## config.mk

```make
export PLATFORM = sky130hd
export DESIGN_NAME = tim_etb_trig_route_flat
export DESIGN_NICKNAME = d
export VERILOG_FILES = /design/src/rtl/tim_etb_trig_route_if.sv /design/src/rtl/tim_etb_trig_route.sv /design/src/flat_wrapper.sv
export SDC_FILE = /design/constraint.sdc
export NUM_CORES = 1
export LEC_CHECK = 0
export ABC_AREA = 1
export CAP_MARGIN = 20
export CORE_ASPECT_RATIO = 1.2
export CORE_MARGIN = 2
export CORE_UTILIZATION = 35
export CTS_CLUSTER_SIZE = 30
export DETAILED_ROUTE_END_ITERATION = 7
export PLACE_DENSITY = 0.76
export SYNTH_ARGS = -nofsm -noshare
export SYNTH_HDL_FRONTEND = slang
export SYNTH_SLANG_ARGS = --single-unit
```

## constraint.sdc

```tcl
create_clock -name pclk -period 1.57 [get_ports pclk]
set_clock_uncertainty 0.05 [all_clocks]
set_input_delay 0.2355 -clock pclk [delete_from_list [all_inputs] [get_ports pclk]]
set_output_delay 0.2355 -clock pclk [all_outputs]
set_load 0.05 [all_outputs]
```

## src/rtl/tim_etb_trig_route_if.sv

```systemverilog
// APB slave bus for the ETB trigger-routing stage; clock and reset stay outside.
interface tim_etb_trig_route_if;
  logic        psel;
  logic        penable;
  logic        pwrite;
  logic [3:0]  paddr;
  logic [31:0] pwdata;
  logic [31:0] prdata;

  modport master (
    output psel, penable, pwrite, paddr, pwdata,
    input  prdata
  );

  modport slave (
    input  psel, penable, pwrite, paddr, pwdata,
    output prdata
  );
endinterface

```

## src/rtl/tim_etb_trig_route.sv

```systemverilog
// Routes timer/software trigger events through two pending-event channels
// onto single-cycle start/stop pulses for the two timers.
module tim_etb_trig_route #(
  parameter int CNT_W = 2
) (
  input  logic                 pclk,
  input  logic                 preset,
  tim_etb_trig_route_if.slave  apb,
  input  logic                 tim1_etb_trig,
  input  logic                 tim2_etb_trig,
  output logic                 etb_tim1_trig_en_on,
  output logic                 etb_tim1_trig_en_off,
  output logic                 etb_tim2_trig_en_on,
  output logic                 etb_tim2_trig_en_off,
  output logic                 ovf_intr
);

  localparam logic [CNT_W-1:0] CNT_MAX = '1;

  logic             apb_wr;
  logic [1:0]       reg_idx;
  logic [1:0]       en, dst, act;
  logic [1:0]       src [2];
  logic [CNT_W-1:0] cnt [2];
  logic [1:0]       ovf;
  logic [1:0]       t1_pipe, t2_pipe;
  logic             t1_ev, t2_ev;
  logic [1:0]       cfg_wr, sw_ev, ev, req, grant, keep, ovf_set, w1c;
  logic [3:0]       cnt0_ext, cnt1_ext;
  logic [31:0]      rd_data;
  logic             unused_bits;

  assign apb_wr      = apb.psel & apb.penable & apb.pwrite;
  assign reg_idx     = apb.paddr[3:2];
  assign unused_bits = ^{apb.pwdata[31:5], apb.paddr[1:0]};

  // Inputs are registered first and the edge is taken between the two
  // registered copies, giving a 2-cycle source-to-pulse latency.
  assign t1_ev = t1_pipe[0] & ~t1_pipe[1];
  assign t2_ev = t2_pipe[0] & ~t2_pipe[1];

  always_comb begin
    for (int n = 0; n < 2; n++) begin
      cfg_wr[n] = apb_wr && (reg_idx == 2'(n));
      sw_ev[n]  = apb_wr && (reg_idx == 2'd2) && apb.pwdata[n];
      keep[n]   = en[n] && !(cfg_wr[n] && !apb.pwdata[0]);
      req[n]    = (cnt[n] != '0);
      case (src[n])
        2'd0:    ev[n] = t1_ev;
        2'd1:    ev[n] = t2_ev;
        2'd2:    ev[n] = sw_ev[n];
        default: ev[n] = 1'b0;
      endcase
    end
    grant[0] = req[0];
    grant[1] = req[1] & ~(req[0] & (dst[0] == dst[1]));
    for (int n = 0; n < 2; n++) begin
      ovf_set[n] = keep[n] && ev[n] && !grant[n] && (cnt[n] == CNT_MAX);
    end
    w1c = (apb_wr && (reg_idx == 2'd3)) ? apb.pwdata[1:0] : 2'b00;
  end

  always_ff @(posedge pclk) begin
    if (preset) begin
      t1_pipe <= '0;
      t2_pipe <= '0;
    end else begin
      t1_pipe <= {t1_pipe[0], tim1_etb_trig};
      t2_pipe <= {t2_pipe[0], tim2_etb_trig};
    end
  end

  always_ff @(posedge pclk) begin
    if (preset) begin
      en  <= '0;
      dst <= '0;
      act <= '0;
      for (int n = 0; n < 2; n++) src[n] <= '0;
    end else begin
      for (int n = 0; n < 2; n++) begin
        if (cfg_wr[n]) begin
          en[n]  <= apb.pwdata[0];
          src[n] <= apb.pwdata[2:1];
          dst[n] <= apb.pwdata[3];
          act[n] <= apb.pwdata[4];
        end
      end
    end
  end

  // A simultaneous event and grant leave the count unchanged; a full
  // counter drops the event and flags overflow instead.
  always_ff @(posedge pclk) begin
    if (preset) begin
      ovf <= '0;
      for (int n = 0; n < 2; n++) cnt[n] <= '0;
    end else begin
      ovf <= (ovf & ~w1c) | ovf_set;
      for (int n = 0; n < 2; n++) begin
        if (!keep[n])
          cnt[n] <= '0;
        else if (ev[n] && !grant[n] && (cnt[n] != CNT_MAX))
          cnt[n] <= cnt[n] + CNT_W'(1);
        else if (!ev[n] && grant[n])
          cnt[n] <= cnt[n] - CNT_W'(1);
      end
    end
  end

  always_ff @(posedge pclk) begin
    if (preset) begin
      etb_tim1_trig_en_on  <= 1'b0;
      etb_tim1_trig_en_off <= 1'b0;
      etb_tim2_trig_en_on  <= 1'b0;
      etb_tim2_trig_en_off <= 1'b0;
    end else begin
      etb_tim1_trig_en_on  <= (grant[0] & ~dst[0] & ~act[0]) | (grant[1] & ~dst[1] & ~act[1]);
      etb_tim1_trig_en_off <= (grant[0] & ~dst[0] &  act[0]) | (grant[1] & ~dst[1] &  act[1]);
      etb_tim2_trig_en_on  <= (grant[0] &  dst[0] & ~act[0]) | (grant[1] &  dst[1] & ~act[1]);
      etb_tim2_trig_en_off <= (grant[0] &  dst[0] &  act[0]) | (grant[1] &  dst[1] &  act[1]);
    end
  end

  assign cnt0_ext = 4'(cnt[0]);
  assign cnt1_ext = 4'(cnt[1]);

  always_comb begin
    rd_data = '0;
    if (apb.psel && !apb.pwrite) begin
      case (reg_idx)
        2'd0:    rd_data = {27'b0, act[0], dst[0], src[0], en[0]};
        2'd1:    rd_data = {27'b0, act[1], dst[1], src[1], en[1]};
        2'd3:    rd_data = {20'b0, cnt1_ext, cnt0_ext, 2'b00, ovf};
        default: rd_data = '0;
      endcase
    end
  end

  assign apb.prdata = rd_data;
  assign ovf_intr   = |ovf;

endmodule

```

## src/flat_wrapper.sv

```systemverilog
// flat-port wrapper written by rule: the top's interface ports become plain ports
module tim_etb_trig_route_flat 
#(
  parameter int CNT_W = 2
)
  (pclk, preset, tim1_etb_trig, tim2_etb_trig, etb_tim1_trig_en_on, etb_tim1_trig_en_off, etb_tim2_trig_en_on, etb_tim2_trig_en_off, ovf_intr, apb_psel, apb_penable, apb_pwrite, apb_paddr, apb_pwdata, apb_prdata);
  tim_etb_trig_route_if apb_i ();
  input  logic pclk;
  input  logic preset;
  input  logic tim1_etb_trig;
  input  logic tim2_etb_trig;
  output logic etb_tim1_trig_en_on;
  output logic etb_tim1_trig_en_off;
  output logic etb_tim2_trig_en_on;
  output logic etb_tim2_trig_en_off;
  output logic ovf_intr;
  input wire logic [$bits(apb_i.psel)-1:0] apb_psel;
  input wire logic [$bits(apb_i.penable)-1:0] apb_penable;
  input wire logic [$bits(apb_i.pwrite)-1:0] apb_pwrite;
  input wire logic [$bits(apb_i.paddr)-1:0] apb_paddr;
  input wire logic [$bits(apb_i.pwdata)-1:0] apb_pwdata;
  output wire logic [$bits(apb_i.prdata)-1:0] apb_prdata;
  assign apb_i.psel = apb_psel;
  assign apb_i.penable = apb_penable;
  assign apb_i.pwrite = apb_pwrite;
  assign apb_i.paddr = apb_paddr;
  assign apb_i.pwdata = apb_pwdata;
  assign apb_prdata = apb_i.prdata;
  tim_etb_trig_route #(.CNT_W(CNT_W)) u_core (.pclk(pclk), .preset(preset), .apb(apb_i), .tim1_etb_trig(tim1_etb_trig), .tim2_etb_trig(tim2_etb_trig), .etb_tim1_trig_en_on(etb_tim1_trig_en_on), .etb_tim1_trig_en_off(etb_tim1_trig_en_off), .etb_tim2_trig_en_on(etb_tim2_trig_en_on), .etb_tim2_trig_en_off(etb_tim2_trig_en_off), .ovf_intr(ovf_intr));
endmodule
```

==> out/metrics.cfg <==
[synthesis]
synth_seq_cells = 24
yosys_warnings = 0
syn_inst = 216
synth_top_cells_by_area = dfxtp_1, edfxtp_1, buf_4
synth_compound_area_frac = 0.0879
synthAdderAreaFrac = 0.0168
ys_seq_area_frac = 0.375
synth_area_per_cell_um2 = 6.92
syn-cell-area_um2 = 1490
yosysUniqueCellTypes = 21
yosysTopAreaCell = dfxtp_1
synth_mux_area_frac = 0
synth_top_family_by_area = simple AND/OR/NAND/NOR gates
synth_top_area_share = 0.214
synth-simple-area-share = 0.284
synth-xor-area-share = 0

[routing]
wirelength_um = 3700
ant_nets = 0
wl_per_cell_um = 11.0
via_count = 1499
drt-vias-per-instance = 4.46
drtPass1Iterations = 5
drc_errors = 0
drtIter0Drc = 44

[cts]
cts_root_buf = clkbuf_8
cts_buffer_depth = 2
cts_tree = built
ctsHoldBuffers = 0
numCtsBuffers = 3
clkLatencyLatePin_ns = 0.28
clkSinkCount = 24
clk_pin_slew_ns = 0.09
htree_levels = 1

[die]
boundaryPins = 80
core_um2 = 4200
start_util = 0.356
die_y_um = 75.6
rows = 26
die_w_um = 63.6
dieArea_um2 = 4810

[sta]
period_share = 1.03
finalCriticalPeriod_ns = 1.62
max_freq_ghz = 0.617
rsz0062_at_grt = true
setup_violations = 4
finalHoldViolCount = 0
worst_slack_ns = -0.0506
maxSlewViolCount = 0
setup_tns_ns = -0.133
hold-worst-slack_ns = 0.379

[finish]
finalNonFillerCells = 336
fillers = 372
finish.utilization = 0.551
fin_nets = 326
final_cell_mix = nand2_1, buf_4, inv_1, conb_1, nor2_1
synthToLayoutAreaGrowth_pct = 54.7
layout_commonest_cell = nand2_1
drive_gt1_frac = 0.354
final_area_um2 = 2310
diodes = 0

[place]
gp_congestion = 0.899
dp.cells = 324
placed_cell_area_um2 = 2040
hpwl_um = 2790
io_buffers = 26

[status]
violations = negative setup slack
outcome = complete, but fails checks

[worst_setup_path]
arrival_ns = 1.34
cp-end-kind = output pin
cp-start-kind = flop
cp_max_fo = 3
path_class = flop to output pin
cp.required_ns = 1.28

[pwr]
power.switching_uw = 535
p_sw_frac = 0.315
pwr-share-comb = 0.273
power_density_nw_per_um2 = 734
leakage_uw = 0.00109
p_seq_frac = 0.403
pwr-share-clk = 0.324
peakVddDrop_mv = 0.549
intPower_uw = 1160

[grt]
antenna_found_initial = 0
overflow = 0
grt_first_pass_wirelength_um = 5780
grt_usage = 0.155
grt_pass1_vias = 1376
grt_max_degree = 15

[flow_run]
cap_violations = 0

[hold_path]
hp-class = flop to flop

metal layers:
layer / wire length, um / up-vias / global-route usage
met5: 0 / - / 0
met4: 58 / 0 / 0.0604
met3: 188 / 7 / 0.0222
met2: 1980 / 60 / 0.297
met1: 1470 / 678 / 0.177
li1: - / 754 / -
worst max-delay path, cell delays in order, from the launching register on:
cell and delay, ns:
edfxtp_1 0.41, inv_2 0.11, buf_6 0.11, o22ai_2 0.06, o21ai_1 0.13, inv_1 0.08, buf_12 0.15
state kept, by name, summed over array words and instances (netlist names):
register,flops
u_core.en,2
u_core.etb_tim2_trig_en_on,1
u_core.act,2
u_core.t2_pipe,2
u_core.etb_tim1_trig_en_off,1
u_core.etb_tim1_trig_en_on,1
u_core.etb_tim2_trig_en_off,1
u_core.dst,2
u_core.t1_pipe,2
u_core.src,4
u_core.ovf,2
u_core.cnt,4
final cells by class:
type                            instances  area (um^2)  area share
Tap cell                               56         70.1      0.0303
Timing Repair Buffer                   62          612       0.265
Multi-Input combinational cell        146          828       0.358
Inverter                               44          168      0.0726
Clock inverter                          1         30.0      0.0130
Sequential cell                        24          562       0.243
Clock buffer                            3         41.3      0.0179
cells by family (layout without fill, tap and decap cells):
family                     count (synthesis)  after routing
DFF                                       24             24
other                                      1             24
AOI/OAI and AO/OA                         23             23
adders and majority gates                  2              2
and+or+nand+nor                           97             97
buffers and inverters                     69            110
worst paths after layout:
path,slack (ns),cells past startpoint,end,start
setup / recovery,-0.05,6,apb_prdata[4],u_core.cnt[0][0]
hold / removal,0.38,2,u_core.t2_pipe[1],u_core.t2_pipe[0]
setup reg to reg,-0.03,10,u_core.cnt[1][1],u_core.cnt[0][0]
hold reg to reg,0.38,2,u_core.t2_pipe[1],u_core.t2_pipe[0]
synthesized netlist by cell type:
| library cell | instances |
|---|---|
| conb_1 | 1 |
| nor2_1 | 22 |
| o21ai_0 | 4 |
| a21boi_0 | 1 |
| nand3_1 | 12 |
| a21oi_1 | 11 |
| nand2_2 | 3 |
| inv_2 | 1 |
| o221ai_1 | 2 |
| buf_4 | 24 |
| nor3_1 | 6 |
| edfxtp_1 | 8 |
| dfxtp_1 | 16 |
| clkbuf_1 | 1 |
| nand3_2 | 2 |
| ha_1 | 2 |
| nand4_1 | 3 |
| inv_1 | 43 |
| nand2_1 | 45 |
| o22ai_1 | 5 |
| nor2_2 | 4 |
power groups by stage:
| stage | Combinational (uW) | Clock, uW | Sequential (uW) |
|---|---|---|---|
| 2_1_floorplan | 311 | 0 | 709 |
| 3_3_place_gp | 386 | 0 | 696 |
| 3_5_place_dp | 392 | 0 | 698 |
| 4_1_cts | 422 | 552 | 683 |
| 5_1_grt | 501 | 587 | 688 |
| 6_report | 463 | 549 | 684 |
through the flow:
step / setup slack [ns] / total power (uW)
floorplan: -0.302 / 1020
global placement: -0.304 / 1080
detailed placement: -0.343 / 1090
CTS: -0.0447 / 1660
global route: -0.127 / 1780
finish: -0.0506 / 1700
what timing repair did:
action,CTS,global route
pin swaps,7,13
buffers inserted,3,5
gates resized for setup,29,25
endpoints found under the setup margin,19,20
(Power assumes the default switching activity.)
